--- src/rtl/float_pkg.sv ---
// float_pkg: shared constants, class encoding and helpers for the float datapath blocks.
package float_pkg;

   localparam int FLOAT_WIDTH = 16;
   localparam int EXP_WIDTH   = 5;
   localparam int MANT_WIDTH  = 10;

   localparam int FLAG_INVALID   = 3;
   localparam int FLAG_OVERFLOW  = 2;
   localparam int FLAG_UNDERFLOW = 1;
   localparam int FLAG_INEXACT   = 0;

   typedef enum logic [2:0] {
      ZERO = 3'd0,
      SUB  = 3'd1,
      NORM = 3'd2,
      INF  = 3'd3,
      NAN  = 3'd4
   } float_class_e;

   function automatic int exp_bias(input int ew);
      return (1 << (ew - 1)) - 1;
   endfunction

   // Positive quiet NaN: all-ones exponent with only the top fraction bit set.
   function automatic logic [63:0] canonical_nan(input int ew, input int mw);
      logic [63:0] one_v;
      one_v = 64'd1;
      return (((one_v << ew) - one_v) << mw) | (one_v << (mw - 1));
   endfunction

endpackage

--- src/rtl/float_add_pipe_if.sv ---
// float_add_pipe_if: operand and result valid/ready channels of the pipelined float adder.
interface float_add_pipe_if
   import float_pkg::*;
#(
   parameter int float_width = FLOAT_WIDTH
);
   logic                   in_valid;
   logic                   in_ready;
   logic [float_width-1:0] float_a;
   logic [float_width-1:0] float_b;
   logic                   sub;
   logic                   out_valid;
   logic                   out_ready;
   logic [float_width-1:0] res;
   logic [3:0]             flags;

   modport master (
      output in_valid, float_a, float_b, sub, out_ready,
      input  in_ready, out_valid, res, flags
   );

   modport slave (
      input  in_valid, float_a, float_b, sub, out_ready,
      output in_ready, out_valid, res, flags
   );
endinterface

--- src/rtl/float_norm_round.sv ---
// float_norm_round: normalise a raw significand sum, round to nearest-even and pack with flags.
// FLOAT_ADD_SUBNORMAL_EN selects gradual underflow; otherwise tiny results flush to signed zero.
module float_norm_round
   import float_pkg::*;
#(
   parameter int exponent_width = EXP_WIDTH,
   parameter int mantissa_width = MANT_WIDTH
) (
   input  logic                                   sign,
   input  logic [exponent_width-1:0]              exp_in,
   input  logic [mantissa_width+4:0]              sum,
   output logic [exponent_width+mantissa_width:0] res,
   output logic [3:0]                             flags
);
   localparam int EW  = exponent_width;
   localparam int MW  = mantissa_width;
   localparam int SW  = MW + 4;
   localparam int XEW = EW + 2;
   localparam int LZW = $clog2(SW + 1);
   localparam logic signed [XEW-1:0] EXP_ONE = XEW'(1);
   localparam logic signed [XEW-1:0] EXP_MAX = XEW'((1 << EW) - 1);

   logic [LZW-1:0]        lzc_s;
   logic signed [XEW-1:0] e_in_s;
   logic signed [XEW-1:0] lz_s;
   logic signed [XEW-1:0] sh_s;
   logic signed [XEW-1:0] e_n_s;
   logic signed [XEW-1:0] e_r_s;
   logic [SW-1:0]         mant_s;
   logic [MW:0]           keep_s;
   logic                  g_s;
   logic                  r_s;
   logic                  st_s;
   logic                  inexact_s;
   logic                  rnd_up_s;
   logic [MW+1:0]         rounded_s;
   logic [MW:0]           sig_f_s;
   logic                  tiny_s;

   // Leading-zero count below the carry bit; the highest set bit wins.
   always_comb begin
      lzc_s = LZW'(SW);
      for (int i = 0; i < SW; i++) begin
         lzc_s = sum[i] ? LZW'(SW - 1 - i) : lzc_s;
      end
   end

   // Normalise (1-bit right on carry, else left by lzc) and round to nearest, ties to even.
   always_comb begin
      e_in_s = $signed({2'b00, exp_in});
      lz_s   = $signed(XEW'(lzc_s));
      sh_s   = {XEW{1'b0}};
      if (sum[SW]) begin
         mant_s = {sum[SW:2], sum[1] | sum[0]};
         e_n_s  = e_in_s + EXP_ONE;
      end else begin
`ifdef FLOAT_ADD_SUBNORMAL_EN
         // Stop at exponent 1 so the result stays a correctly aligned subnormal.
         sh_s = (lz_s > (e_in_s - EXP_ONE)) ? (e_in_s - EXP_ONE) : lz_s;
`else
         sh_s = lz_s;
`endif
         mant_s = sum[SW-1:0] << sh_s;
         e_n_s  = e_in_s - sh_s;
      end
      keep_s    = mant_s[SW-1:3];
      g_s       = mant_s[2];
      r_s       = mant_s[1];
      st_s      = mant_s[0];
      inexact_s = g_s | r_s | st_s;
      rnd_up_s  = g_s & (r_s | st_s | keep_s[0]);
      rounded_s = {1'b0, keep_s} + {{(MW + 1){1'b0}}, rnd_up_s};
      if (rounded_s[MW+1]) begin
         sig_f_s = rounded_s[MW+1:1];
         e_r_s   = e_n_s + EXP_ONE;
      end else begin
         sig_f_s = rounded_s[MW:0];
         e_r_s   = e_n_s;
      end
      tiny_s = ~mant_s[SW-1];
   end

   // Pick zero, overflow, flushed or ordinary packing.
   always_comb begin
      res   = {(EW + MW + 1){1'b0}};
      flags = 4'b0000;
      if (sum == {(SW + 1){1'b0}}) begin
         res = {sign, {(EW + MW){1'b0}}};
      end else if (e_r_s >= EXP_MAX) begin
         res                  = {sign, {EW{1'b1}}, {MW{1'b0}}};
         flags[FLAG_OVERFLOW] = 1'b1;
         flags[FLAG_INEXACT]  = 1'b1;
`ifdef FLOAT_ADD_SUBNORMAL_EN
      end else begin
         res                   = {sign, (sig_f_s[MW] ? e_r_s[EW-1:0] : {EW{1'b0}}), sig_f_s[MW-1:0]};
         flags[FLAG_UNDERFLOW] = tiny_s & inexact_s;
         flags[FLAG_INEXACT]   = inexact_s;
      end
`else
      end else if ((e_n_s < EXP_ONE) || tiny_s) begin
         res                   = {sign, {(EW + MW){1'b0}}};
         flags[FLAG_UNDERFLOW] = 1'b1;
         flags[FLAG_INEXACT]   = 1'b1;
      end else begin
         res                 = {sign, (sig_f_s[MW] ? e_r_s[EW-1:0] : {EW{1'b0}}), sig_f_s[MW-1:0]};
         flags[FLAG_INEXACT] = inexact_s;
      end
`endif
   end

endmodule

--- src/rtl/float_add_pipe.sv ---
// float_add_pipe: three-stage float adder/subtractor (unpack/align, add, normalise/round) with a global stall.
// Define FLOAT_ADD_SUBNORMAL_EN for subnormal support; otherwise subnormals flush to zero.
module float_add_pipe
   import float_pkg::*;
#(
   parameter int float_width    = FLOAT_WIDTH,
   parameter int exponent_width = EXP_WIDTH,
   parameter int mantissa_width = MANT_WIDTH
) (
   input logic             clk,
   input logic             rst,
   float_add_pipe_if.slave bus
);
   localparam int EW = exponent_width;
   localparam int MW = mantissa_width;
   localparam int SW = MW + 4;
   localparam int XW = MW + 5;
   localparam logic [63:0]            NAN64  = canonical_nan(EW, MW);
   localparam logic [float_width-1:0] QNAN   = NAN64[float_width-1:0];
   localparam logic [EW-1:0]          SH_MAX = EW'(MW + 3);

   function automatic float_class_e classify(input logic [EW-1:0] e, input logic [MW-1:0] f);
      float_class_e c;
      if (e == {EW{1'b1}}) begin
         c = (f == {MW{1'b0}}) ? INF : NAN;
      end else if (e == {EW{1'b0}}) begin
         c = (f == {MW{1'b0}}) ? ZERO : SUB;
      end else begin
         c = NORM;
      end
      return c;
   endfunction

   // Working exponent and {hidden, fraction, G, R, S}; zeros sit at exponent 1 with empty significand.
   function automatic logic [EW+SW-1:0] expand(input float_class_e c, input logic [EW-1:0] e,
                                               input logic [MW-1:0] f);
      logic [EW+SW-1:0] x;
      case (c)
         NORM:    x = {e, 1'b1, f, 3'b000};
`ifdef FLOAT_ADD_SUBNORMAL_EN
         SUB:     x = {EW'(1), 1'b0, f, 3'b000};
`endif
         default: x = {EW'(1), {SW{1'b0}}};
      endcase
      return x;
   endfunction

   logic                   adv_s;
   logic                   sa_s, sb_s, a_ge_s, sign1_s, spec1_s, sign2_s;
   float_class_e           ca_s, cb_s;
   logic [EW-1:0]          ea_s, eb_s, el_s, es_s, diff_s, sh_s;
   logic [SW-1:0]          ma_s, mb_s, ml_s, ms_s, ms_sh_s, lost_s;
   logic [float_width-1:0] spec_res1_s, nr_res_s;
   logic [3:0]             spec_flags1_s, nr_flags_s;
   logic [XW-1:0]          sum_s;

   logic                   v1_r, sign1_r, eff_sub1_r, spec1_r;
   logic [EW-1:0]          exp1_r;
   logic [SW-1:0]          big1_r, small1_r;
   logic [float_width-1:0] spec_res1_r;
   logic [3:0]             spec_flags1_r;
   logic                   v2_r, sign2_r, spec2_r;
   logic [EW-1:0]          exp2_r;
   logic [XW-1:0]          sum2_r;
   logic [float_width-1:0] spec_res2_r;
   logic [3:0]             spec_flags2_r;

   assign adv_s        = !bus.out_valid || bus.out_ready;
   assign bus.in_ready = adv_s;

   // Stage 1: classify, resolve specials, order by magnitude and align the smaller significand.
   always_comb begin
      sa_s = bus.float_a[float_width-1];
      sb_s = bus.float_b[float_width-1] ^ bus.sub;
      ca_s = classify(bus.float_a[float_width-2:MW], bus.float_a[MW-1:0]);
      cb_s = classify(bus.float_b[float_width-2:MW], bus.float_b[MW-1:0]);
      {ea_s, ma_s} = expand(ca_s, bus.float_a[float_width-2:MW], bus.float_a[MW-1:0]);
      {eb_s, mb_s} = expand(cb_s, bus.float_b[float_width-2:MW], bus.float_b[MW-1:0]);
      a_ge_s = {ea_s, ma_s} >= {eb_s, mb_s};
      if (a_ge_s) begin
         sign1_s = sa_s;
         el_s    = ea_s;
         ml_s    = ma_s;
         es_s    = eb_s;
         ms_s    = mb_s;
      end else begin
         sign1_s = sb_s;
         el_s    = eb_s;
         ml_s    = mb_s;
         es_s    = ea_s;
         ms_s    = ma_s;
      end
      diff_s  = el_s - es_s;
      sh_s    = (diff_s > SH_MAX) ? SH_MAX : diff_s;
      ms_sh_s = ms_s >> sh_s;
      lost_s  = ms_s & ~({SW{1'b1}} << sh_s);
      if ((ca_s == NAN) || (cb_s == NAN) || ((ca_s == INF) && (cb_s == INF) && (sa_s != sb_s))) begin
         spec1_s                     = 1'b1;
         spec_res1_s                 = QNAN;
         spec_flags1_s               = 4'b0000;
         spec_flags1_s[FLAG_INVALID] = 1'b1;
      end else if (ca_s == INF) begin
         spec1_s       = 1'b1;
         spec_res1_s   = {sa_s, {EW{1'b1}}, {MW{1'b0}}};
         spec_flags1_s = 4'b0000;
      end else if (cb_s == INF) begin
         spec1_s       = 1'b1;
         spec_res1_s   = {sb_s, {EW{1'b1}}, {MW{1'b0}}};
         spec_flags1_s = 4'b0000;
      end else begin
         spec1_s       = 1'b0;
         spec_res1_s   = {float_width{1'b0}};
         spec_flags1_s = 4'b0000;
      end
   end

   // Stage 2: magnitude add or subtract; an exact cancellation is always +0.
   always_comb begin
      if (eff_sub1_r) begin
         sum_s = {1'b0, big1_r} - {1'b0, small1_r};
      end else begin
         sum_s = {1'b0, big1_r} + {1'b0, small1_r};
      end
      sign2_s = (eff_sub1_r && (sum_s == {XW{1'b0}})) ? 1'b0 : sign1_r;
   end

   float_norm_round #(
      .exponent_width (EW),
      .mantissa_width (MW)
   ) u_norm_round (
      .sign   (sign2_r),
      .exp_in (exp2_r),
      .sum    (sum2_r),
      .res    (nr_res_s),
      .flags  (nr_flags_s)
   );

   // Pipeline registers; every stage moves together whenever the output slot can take a result.
   always_ff @(posedge clk) begin
      if (rst) begin
         v1_r          <= 1'b0;
         sign1_r       <= 1'b0;
         eff_sub1_r    <= 1'b0;
         spec1_r       <= 1'b0;
         exp1_r        <= {EW{1'b0}};
         big1_r        <= {SW{1'b0}};
         small1_r      <= {SW{1'b0}};
         spec_res1_r   <= {float_width{1'b0}};
         spec_flags1_r <= 4'b0000;
         v2_r          <= 1'b0;
         sign2_r       <= 1'b0;
         spec2_r       <= 1'b0;
         exp2_r        <= {EW{1'b0}};
         sum2_r        <= {XW{1'b0}};
         spec_res2_r   <= {float_width{1'b0}};
         spec_flags2_r <= 4'b0000;
         bus.out_valid <= 1'b0;
         bus.res       <= {float_width{1'b0}};
         bus.flags     <= 4'b0000;
      end else if (adv_s) begin
         v1_r          <= bus.in_valid;
         sign1_r       <= sign1_s;
         eff_sub1_r    <= sa_s ^ sb_s;
         spec1_r       <= spec1_s;
         exp1_r        <= el_s;
         big1_r        <= ml_s;
         small1_r      <= {ms_sh_s[SW-1:1], ms_sh_s[0] | (|lost_s)};
         spec_res1_r   <= spec_res1_s;
         spec_flags1_r <= spec_flags1_s;
         v2_r          <= v1_r;
         sign2_r       <= sign2_s;
         spec2_r       <= spec1_r;
         exp2_r        <= exp1_r;
         sum2_r        <= sum_s;
         spec_res2_r   <= spec_res1_r;
         spec_flags2_r <= spec_flags1_r;
         bus.out_valid <= v2_r;
         bus.res       <= spec2_r ? spec_res2_r : nr_res_s;
         bus.flags     <= spec2_r ? spec_flags2_r : nr_flags_s;
      end
   end

endmodule

--- src/flat_wrapper.sv ---
// flat-port wrapper written by rule: the top's interface ports become plain ports
module float_add_pipe_flat import float_pkg::*;
#(
   parameter int float_width    = FLOAT_WIDTH,
   parameter int exponent_width = EXP_WIDTH,
   parameter int mantissa_width = MANT_WIDTH
)
  (clk, rst, bus_in_valid, bus_float_a, bus_float_b, bus_sub, bus_out_ready, bus_in_ready, bus_out_valid, bus_res, bus_flags);
  float_add_pipe_if #(.float_width(float_width)) bus_i ();
  input logic clk;
  input logic rst;
  input wire logic [$bits(bus_i.in_valid)-1:0] bus_in_valid;
  input wire logic [$bits(bus_i.float_a)-1:0] bus_float_a;
  input wire logic [$bits(bus_i.float_b)-1:0] bus_float_b;
  input wire logic [$bits(bus_i.sub)-1:0] bus_sub;
  input wire logic [$bits(bus_i.out_ready)-1:0] bus_out_ready;
  output wire logic [$bits(bus_i.in_ready)-1:0] bus_in_ready;
  output wire logic [$bits(bus_i.out_valid)-1:0] bus_out_valid;
  output wire logic [$bits(bus_i.res)-1:0] bus_res;
  output wire logic [$bits(bus_i.flags)-1:0] bus_flags;
  assign bus_i.in_valid = bus_in_valid;
  assign bus_i.float_a = bus_float_a;
  assign bus_i.float_b = bus_float_b;
  assign bus_i.sub = bus_sub;
  assign bus_i.out_ready = bus_out_ready;
  assign bus_in_ready = bus_i.in_ready;
  assign bus_out_valid = bus_i.out_valid;
  assign bus_res = bus_i.res;
  assign bus_flags = bus_i.flags;
  float_add_pipe #(.float_width(float_width), .exponent_width(exponent_width), .mantissa_width(mantissa_width)) u_core (.clk(clk), .rst(rst), .bus(bus_i));
endmodule
--- config.mk ---
export PLATFORM = sky130hd
export DESIGN_NAME = float_add_pipe_flat
export DESIGN_NICKNAME = d
export VERILOG_FILES = /design/src/rtl/float_pkg.sv /design/src/rtl/float_add_pipe_if.sv /design/src/rtl/float_norm_round.sv /design/src/rtl/float_add_pipe.sv /design/src/flat_wrapper.sv
export SDC_FILE = /design/constraint.sdc
export NUM_CORES = 1
export LEC_CHECK = 0
export CAP_MARGIN = 10
export CORE_ASPECT_RATIO = 0.75
export CORE_MARGIN = 2
export CORE_UTILIZATION = 54
export DETAILED_ROUTE_END_ITERATION = 8
export PLACE_DENSITY = 0.83
export SETUP_SLACK_MARGIN = 0.02
export SLEW_MARGIN = 0
export SYNTH_ARGS = -nofsm -noshare
export SYNTH_HDL_FRONTEND = slang
export SYNTH_SLANG_ARGS = --single-unit
--- constraint.sdc ---
create_clock -name clk -period 5.8 [get_ports clk]
set_input_delay 0.87 -clock clk [delete_from_list [all_inputs] [get_ports clk]]
set_output_delay 0.87 -clock clk [all_outputs]
set_load 0.01 [all_outputs]
==> results by group <==
Run status
  • Status: completed

Worst setup path
  • Crit path required time: slightly above 6000 ps
  • Startpoint types: input port
  • CP Launch Point: bus_float_b[14]
  • Reg2reg path depth: 14
  • Worst-path fanout max: 9
  • R2r setup slk: 1060 ps
  • Worst Setup Path Type: input port to flop
  • CP peak stage delay: 590 ps
  • RR Endpoint: u_core.bus.res[14]$_SDFFE_PP0P_
  • WP data arrival: 5950 ps
  • CP Cell Sequence: clkdlybuf4s50_1 -> or4_1 -> o21a_4 -> nand2_2 -> ha_4 -> a211o_1 -> a21oi_2 -> o211ai_2 -> o21a_4 -> o211a_1 -> ha_1 -> a21oi_2 -> nand2_2 -> a311oi_4 -> xor2_2 -> nand2_1 -> nor2_2 -> mux2_2 -> or4_1 -> a21oi_1
  • CP max-delay cell: or4_1
  • Reg2reg start: u_core.sum2_r[4]$_SDFFE_PP0P_
  • Setup crit end: u_core.small1_r[10]$_SDFFE_PP0P_
  • Worst setup EP type: flop

Clock tree
  • CTS max path bufs: 2
  • Clk root buf: clkbuf_16
  • CTS sink cnt: 82
  • Skew-Pair Late Insertion Delay: 360 ps
  • CTS tree: yes
  • Cts-stage hold buffer count: 0
  • Htree depth: 3
  • Total CTS buffers: 9
  • CTS clock-pin slew for the worst setup and hold paths: 70 ps

Cells and area
  • Layout Area Growth over Synthesis: 23.1%
  • Layout fillers: ~1,100
  • Fraction of layout cells with a size suffix above 1: 0.158
  • N_diodes: 0
  • Total Nets Final: 1,184

STA
  • Final worst path period need: 5660 ps
  • Unrepaired setup endpoints after global routing: no
  • Fmax: 0.177 GHz
  • Final Hold Fails: 0
  • Slew @ Worst Pin: 797 ps
  • Fin. max-slew vios: 0
  • Hold WS: 452 ps
  • Setup_tns: 0 ps
  • Setup Skew: 11.5 ps
  • Period utilisation layout: 0.977
  • Final setup violation count: 0
  • Slew headroom: 0.462

Die
  • FP Rows: 36
  • Die area: around 0.015 sq mm
  • Initial Util: 0.558
  • Die Ht: ~100 microns
  • Boundary pin count: 59
  • Die Wd: 139 microns
  • Area of the core: ~0.013 sq mm

Min path
  • Hold_sp: u_core.bus.res[1]$_SDFFE_PP0P_
  • Hold Path Class: flop to flop

Drt
  • Drt total wl: 21,900 microns
  • Via density: between 6 and 7
  • Starting DRC count in detailed routing: between 700 and 800
  • DRT Pass-1 Iters: 5
  • ANT nets after route: 0
  • # DRC: 0
  • Via count: between 7,000 and 8,000
  • DR WL/cell: 17.1 microns

Power and ir drop
  • Final Power: 0.00463 W
  • Leakage power: approximately 3.9 nW
  • Power Density: roughly 500 mW/mm^2
  • Peak VDD IR: about 0.38 mV

Placed design
  • DP Wirelength: 17,000 microns
  • GP Congestion: 1.04
  • PortBufs: between 50 and 60

Logic synthesis
  • Post-synthesis sequential area ratio: 0.224
  • Synth Flop Type: dfxtp_1
  • #FFs+latches synth: between 80 and 90
  • FFs w/ async S/R, synth: 0
  • Syn Std Cell Area: 0.00734 sq mm
  • Count of cell types in the netlist: 95
  • EDFF count, synth: 0
  • Mapped Nets: 1,077
  • Cells after synthesis: 1,001
  • Synth warnings: 0
  • Avg Synthesized Cell Area: about 7.3 sq um

GRT
  • Largest net degree at the start of global routing: 56
  • Gr usage total: 0.300
  • Vias in the first global route: roughly 7,300
  • First-pass GRT wire length: between 30,000 and 40,000 microns
  • Remaining global-route overflow: 0
  • Antenna violations before repair: 0

Flow run
  • Max cap viols: 0
## state kept, by name, indices dropped and copies added, names as in the netlist
register	count
u_core.bus.flags	4
u_core.bus.res	16
u_core.spec_res1_r	3
u_core.exp2_r	5
u_core.v1_r	1
u_core.big1_r	11
u_core.spec_res2_r	3
u_core.sum2_r	15
u_core.bus.out_valid	1
u_core.sign2_r	1
u_core.small1_r	14
u_core.sign1_r	1
u_core.exp1_r	5
u_core.eff_sub1_r	1
u_core.v2_r	1
## Yosys cell counts, types with 7 or more instances
| master | count | area, sq um |
|---|---|---|
| a22o_1 | 7 | 61.3 |
| dfxtp_1 | 82 | 1640 |
| o211ai_1 | 8 | 60.1 |
| xor2_1 | 11 | 96.3 |
| nand4_1 | 8 | 50.1 |
| nor2b_1 | 9 | 56.3 |
| nor2_1 | 103 | 387 |
| or4_1 | 8 | 60.1 |
| and2_1 | 16 | 100 |
| a21oi_1 | 99 | 495 |
| nand2b_1 | 10 | 62.6 |
| mux2_2 | 13 | 146 |
| buf_2 | 12 | 60.1 |
| inv_1 | 40 | 150 |
| buf_1 | 8 | 30.0 |
| ha_1 | 38 | 475 |
| nand3_1 | 25 | 125 |
| clkbuf_1 | 40 | 150 |
| o21ai_0 | 33 | 165 |
| a211oi_1 | 25 | 188 |
| xnor2_1 | 35 | 307 |
| o21a_1 | 9 | 67.6 |
| a31oi_1 | 10 | 62.6 |
| mux2i_1 | 24 | 240 |
| nor3_1 | 16 | 80.1 |
| nor4_1 | 16 | 100 |
| nand2_1 | 144 | 541 |
| a21o_1 | 14 | 105 |
| and3_1 | 8 | 50.1 |
## layout make-up
cell class | instances | area (sq um) | share of cell area
Multi-Input combinational cell | 811 | 5330 | 0.589
Sequential cell | 82 | 1640 | 0.182
Timing Repair Buffer | 162 | 1390 | 0.154
Clock buffer | 9 | 225 | 0.0249
Tap cell | 171 | 214 | 0.0237
Inverter | 42 | 159 | 0.0176
Clock inverter | 7 | 81.3 | 0.00900
## layout by cell type (no fill, tap or decap), drive strengths merged, types with 17 or more instances in the layout
master,synthesis,routed
inv,41,45
xnor2,35,35
a211oi,27,27
mux2i,24,24
nor4,17,17
o21ai,39,39
buf,26,105
nor2,106,106
nand3,27,27
dfxtp,82,82
clkdlybuf4s50,0,54
ha,38,38
a21oi,101,101
and2,17,17
nand2,144,144
## through the flow
stage	util	worst slack (ps)	instance area (sq um)	instances
after detailed placement	0.655	-412	8610	1263
after CTS	0.678	58.5	8920	1279
after floorplan	-	157	7340	1001
after global placement	0.655	-239	8610	1263
after global routing	0.687	11.2	9030	1284
final	0.687	136	9030	1284
## repair_timing
| action | CTS | global route |
|---|---|---|
| setup endpoints to repair | 2 | 14 |
| setup buffers | 0 | 5 |
| pin swaps | 1 | 9 |
| gates cloned | 0 | 0 |
| gates resized for setup | 1 | 16 |
## per-layer routing
layer	part of all wire	up-vias	track usage	wire length (microns)
met1	0.47	3702	0.441	10400
met2	0.41	380	0.444	9070
met3	0.11	17	0.0733	2320
met4	0.0079	0	0.0599	174
met5	0	-	0	0
li1	-	3854	-	-
## worst min path at each step
stage,slack [ps],end,cells after the start
finish,450,u_core.bus.res[1]$_SDFFE_PP0P_,1
global route,470,u_core.v1_r$_SDFFE_PP0P_,2
CTS,460,u_core.bus.res[1]$_SDFFE_PP0P_,1
detailed placement,440,u_core.bus.res[1]$_SDFFE_PP0P_,1
global placement,440,u_core.bus.res[5]$_SDFFE_PP0P_,1
floorplan,430,u_core.spec_res2_r[15]$_SDFFE_PP0P_,2
## critical path: cells and delay by family
kind            cells  cell delay (ps)
simple gates        6             1580
fa+ha+maj           2              390
buf+inv             1              420
xor+xnor            1              270
mux                 1              400
compound gates      9             2010
## report_power, final
group          internal, W  leakage (nW)  switching [W]  total [W]
clock             0.000307         0.150       0.000276   0.000583
sequential        0.000695         0.675       0.000187   0.000882
combinational      0.00138          3.05        0.00179    0.00317
## cell families (layout without fill, tap and decap cells)
group,count (synthesis),in the layout,share of synthesized area
xor gates and xnor gates,47,47,0.0571
adders and majority gates,39,39,0.0675
muxes,38,38,0.0557
AOI/OAI and AO/OA,301,301,0.286
and+or+nand+nor,386,386,0.249
buffers and inverters,108,220,0.0615
DFF,82,82,0.224
Note: power is estimated with default switching activity, not from simulation.
